`src/rtl/ysyx_22040088_pkg.sv`:
```
// rtl/ysyx_22040088_pkg.sv - shared constants and types for the ysyx_22040088 core
package ysyx_22040088_pkg;

   // IFU FSM state encoding
   localparam logic [2:0] ST_IDLE   = 3'd0;
   localparam logic [2:0] ST_REQ    = 3'd1;
   localparam logic [2:0] ST_WAIT   = 3'd2;
   localparam logic [2:0] ST_OUT    = 3'd3;
   localparam logic [2:0] ST_COMMIT = 3'd4;

   typedef enum logic [2:0] {
      S_IDLE   = ST_IDLE,
      S_REQ    = ST_REQ,
      S_WAIT   = ST_WAIT,
      S_OUT    = ST_OUT,
      S_COMMIT = ST_COMMIT
   } ifu_state_e;

   // PC loaded on reset
   localparam logic [63:0] RESET_PC = 64'h8000_0000;

   // addi x0, x0, 0 -- reserved for a future flush path
   localparam logic [31:0] INST_NOP = 32'h0000_0013;

endpackage

```
`src/rtl/ysyx_22040088_ifu.sv`:
```
// rtl/ysyx_22040088_ifu.sv - instruction fetch unit: PC, imem request/response, decode handshake
module ysyx_22040088_ifu #(
   parameter logic [63:0] RESET_PC = ysyx_22040088_pkg::RESET_PC
) (
   input  logic        clk,
   input  logic        rst,
   output logic        imem_req_valid,
   input  logic        imem_req_ready,
   output logic [63:0] imem_addr,
   input  logic        imem_resp_valid,
   input  logic [63:0] imem_resp_data,
   input  logic        imem_resp_err,
   output logic        inst_valid,
   input  logic        inst_ready,
   output logic [31:0] inst,
   output logic [63:0] pc,
   output logic        fetch_fault,
   input  logic        commit_valid,
   input  logic [63:0] commit_nextpc
);
   import ysyx_22040088_pkg::*;

   ifu_state_e  state, state_n;
   logic [63:0] pc_n;
   logic [31:0] inst_n;
   logic        fault_n;

   // imem is doubleword addressed; pc[2] later selects the word
   assign imem_addr = {pc[63:3], 3'b000};

   // next-state, next-PC and instruction-register update
   always_comb begin
      state_n = state;
      pc_n    = pc;
      inst_n  = inst;
      fault_n = fetch_fault;
      case (state)
         S_IDLE: begin
            state_n = S_REQ;
         end
         S_REQ: begin
            if (pc[1:0] != 2'b00) begin
               // misaligned PC faults without touching imem
               inst_n  = 32'h0;
               fault_n = 1'b1;
               state_n = S_OUT;
            end else if (imem_req_ready) begin
               state_n = S_WAIT;
            end
         end
         S_WAIT: begin
            if (imem_resp_valid) begin
               fault_n = imem_resp_err;
               if (imem_resp_err) begin
                  inst_n = 32'h0;
               end else if (pc[2]) begin
                  inst_n = imem_resp_data[63:32];
               end else begin
                  inst_n = imem_resp_data[31:0];
               end
               state_n = S_OUT;
            end
         end
         S_OUT: begin
            if (inst_ready) begin
               state_n = S_COMMIT;
            end
         end
         S_COMMIT: begin
            if (commit_valid) begin
               pc_n    = commit_nextpc;
               state_n = S_REQ;
            end
         end
         default: begin
            state_n = S_IDLE;
         end
      endcase
   end

   // state, PC and output registers; valids are precomputed from next state so no input reaches an output
   always_ff @(posedge clk) begin
      if (rst) begin
         state          <= S_IDLE;
         pc             <= RESET_PC;
         inst           <= 32'h0;
         fetch_fault    <= 1'b0;
         imem_req_valid <= 1'b0;
         inst_valid     <= 1'b0;
      end else begin
         state          <= state_n;
         pc             <= pc_n;
         inst           <= inst_n;
         fetch_fault    <= fault_n;
         imem_req_valid <= (state_n == S_REQ) && (pc_n[1:0] == 2'b00);
         inst_valid     <= (state_n == S_OUT);
      end
   end

endmodule

```
`config.mk`:
```
export PLATFORM = sky130hd
export DESIGN_NAME = ysyx_22040088_ifu
export DESIGN_NICKNAME = d
export VERILOG_FILES = /design/src/rtl/ysyx_22040088_pkg.sv /design/src/rtl/ysyx_22040088_ifu.sv
export SDC_FILE = /design/constraint.sdc
export NUM_CORES = 1
export LEC_CHECK = 0
export ABC_AREA = 1
export CORE_MARGIN = 2
export CORE_UTILIZATION = 25
export CTS_CLUSTER_SIZE = 25
export DETAILED_ROUTE_END_ITERATION = 7
export GPL_TIMING_DRIVEN = 0
export PLACE_DENSITY = 0.69
export SLEW_MARGIN = 10
export SYNTH_ARGS = -nofsm -noshare
export SYNTH_HDL_FRONTEND = slang
export SYNTH_SLANG_ARGS = --single-unit
```
`constraint.sdc`:
```
create_clock -name clk -period 1.44 [get_ports clk]
set_clock_uncertainty 0.2 [all_clocks]
set_input_delay 0.288 -clock clk [delete_from_list [all_inputs] [get_ports clk]]
set_output_delay 0.288 -clock clk [all_outputs]
set_load 0.005 [all_outputs]
```
==> reports/qor.csv <==
stage;metric;value;unit
drt;finalWirelength;22400;um
drt;route.vias.total;6113;
sta;relSlewSlack;41.7;%
synthesis;synth_seq_cells;102;
synthesis;synth-compound-area-share;9.47;%
clock_network;root_buffer;clkbuf_16;
synthesis;yosysTopAreaCellShare;41.5;%
drt;drtPass1Iterations;4;
global_routing;antenna_found_initial;0;
placed_design;port_buffers;293;
floorplan;dieWidth;144;um
synthesis;ys.flop_type;dfxtp_1;
sta;tns;-14.60;ns
drt;vias_per_cell;4.39;
run;drv_cap;0;
synthesis;synth_fa_ha_area_share;0;%
sta;hold_viol;0;
floorplan;core-area;19400;um^2
setup_path;worstSetupEndpointType;flop;
global_routing;grt-busiest-layer;met2;
clock_network;cts_max_level;3;
setup_path;worstSetupPathType;flop to flop;
placed_design;gp_congestion;0.850;
setup_path;arrival;1.72;ns
synthesis;synth.mux.area_fraction;0;%
layout;syn2layout_area_growth;129;%
setup_path;required;1.51;ns
synthesis;synth-xor-area-share;0;%
hold_path;hp-class;input pin to flop;
setup_path;crit_fanout;6;
global_routing;grt_use_met1;23.9;%
global_routing;grt_pass1_vias;6040;
synthesis;synth_top_family_by_area;simple AND/OR/NAND/NOR gates;
drt;routedWlPerCell;16.1;um
drt;dr.first_iter.drc_count;242;
clock_network;clock_latency;0.35;ns
global_routing;grt.total_usage;19.6;%
drt;drc;0;
status;violations;setup timing;
global_routing;grt_max_degree;17;
layout;layout-drive-gt1-share;54.2;%
global_routing;gr-usage-met2;34.8;%
clock_network;cts.sinks;102;
synthesis;ys_types;21;
layout;fillCellCount;1653;
synthesis;ys_top_cells_by_area;dfxtp_1 (42%), nand2_1 (24%), buf_4 (11%);
floorplan;rows;51;
sta;period_share;115;%
clock_network;path_clk_slew;0.07;ns
clock_network;tritoncts;built;
drt;ant_nets;0;
synthesis;ys_async_sr_fraction;0;%
setup_path;critPathLaunchType;flop;
sta;setup_viol;103;
synthesis;synthCells;718;
synthesis;synth_most_common_cell;nand2_1;
synthesis;synth_top_cell_by_area;dfxtp_1;
clock_network;clock_path_buffers;2;
placed_design;hpwlAfterDp;13900;um
sta;min_period;1.65;ns
floorplan;die_y;144;um
floorplan;ioPinCount;298;
status;status;finished with violations;
clock_network;ctsHoldBuffers;0;
sta;rsz0062_at_grt;true;
layout;fin_nets;1258;
placed_design;placed_area;8190;um^2
layout;n_antenna_cell;0;
pwr;ir_drop;552;uV
layout;fin_util;58.0;%
synthesis;syn_area;4910;um^2
synthesis;yosysWarnings;0;
clock_network;cts_buffers;9;
pwr;p_leak;4.73;nW
global_routing;gr-usage-met3;3.71;%
pwr;pwr_density_cell;575;nW/um^2
floorplan;initial_core_util;25.3;%
sta;slew_violations;0;
synthesis;synth_edf_count;0;
sta;worstMarginPinSlew;0.875;ns
synthesis;synth_common_cells;nand2_1 (313), dfxtp_1 (102), a21oi_1 (90);
layout;design_area;11300;um^2
global_routing;grt-ovfl-total;0;
floorplan;die-area;20800;um^2
synthesis;seq_area_frac_synth;41.5;%
synthesis;yosys.area_share.simple;33.3;%
global_routing;grt_pass1_wl;31400;um
sta;fmax;606;MHz
sta;worst_slack;-0.209;ns
synthesis;synth_area_per_cell;6.85;um^2
[worst paths after layout]
check                  end  depth (start not counted)  slack, ns     start
setup / recovery  inst[20]                         10      -0.21  state[1]
hold reg to reg   inst[14]                          2       0.26  inst[14]
hold / removal     inst[2]                          2       0.17       rst
setup reg to reg  inst[20]                         10      -0.21  state[1]
[state kept, by name, indices dropped and copies added (netlist names)]
register,count
pc,64
inst,32
state,3
fetch_fault,1
imem_req_valid,1
inst_valid,1
[worst max-delay path: stages (launching register included)]
cell and delay, ns:
dfxtp_4 0.36, inv_4 0.04, buf_6 0.11, nor2_4 0.12, buf_6 0.14, nand2_8 0.08
buf_4 0.15, buf_8 0.13, nor2_2 0.07, nand2_1 0.05, a21oi_1 0.12
[per-stage QoR]
| stage | total power, mW | std cells | hold WS [ns] | worst slack [ns] |
|---|---|---|---|---|
| finish | 6.47 | 1392 | 0.174 | -0.209 |
| global route | 6.73 | 1392 | 0.180 | -0.305 |
| CTS | 6.47 | 1369 | 0.168 | -0.224 |
| detailed placement | 3.76 | 1278 | 0.273 | -0.537 |
| global placement | 3.76 | 1278 | 0.268 | -0.560 |
| floorplan | 3.24 | 720 | 0.201 | 0.0149 |
[power breakdown]
group | internal (mW) | switching [mW] | total, mW
Combinational | 0.637 | 0.509 | 1.15
Sequential | 2.80 | 0.0219 | 2.83
Clock | 1.39 | 1.11 | 2.50
[logic make-up (layout without fill, tap and decap cells)]
kind of cell    Yosys count  after routing
compound gates           93             93
buf+inv                 120            527
flops                   102            102
other cells               1              3
simple gates            402            402
[metal layers]
layer | share of wire (%) | up-vias
met5 | 0 | -
met4 | 2.4 | 0
met3 | 4.4 | 36
met2 | 52 | 182
met1 | 41 | 2893
li1 | - | 3002
[repair_timing]
item,CTS,global route
cloned,18,3
endpoints found under the setup margin,257,235
pin swaps,88,58
resized for setup,773,350
buffers inserted,72,56
[cell usage in the layout (no fill, tap or decap), types with 28 or more instances in the layout]
cell and instances:
a21oi_2 73, buf_4 83, buf_6 122, clkbuf_2 37, clkdlybuf4s15_1 63, clkdlybuf4s50_1 132
dfxtp_2 52, dfxtp_4 28, nand2_1 216, nand2_2 29, nand2_4 69
[final cells by class]
cell class                 count  area, um^2  area share [%]
tap                          265         332            2.95
clock buffer                  10         239            2.12
sequential                   102        2210            19.7
timing repair inverter         1        16.3           0.145
clock inverter                 5        60.1           0.534
multi-input combinational    498        3240            28.8
buffer                        73         816            7.25
timing repair buffer         426        4260            37.9
inverter                      12        82.6           0.734
Note: power is estimated with default switching activity, not from simulation.
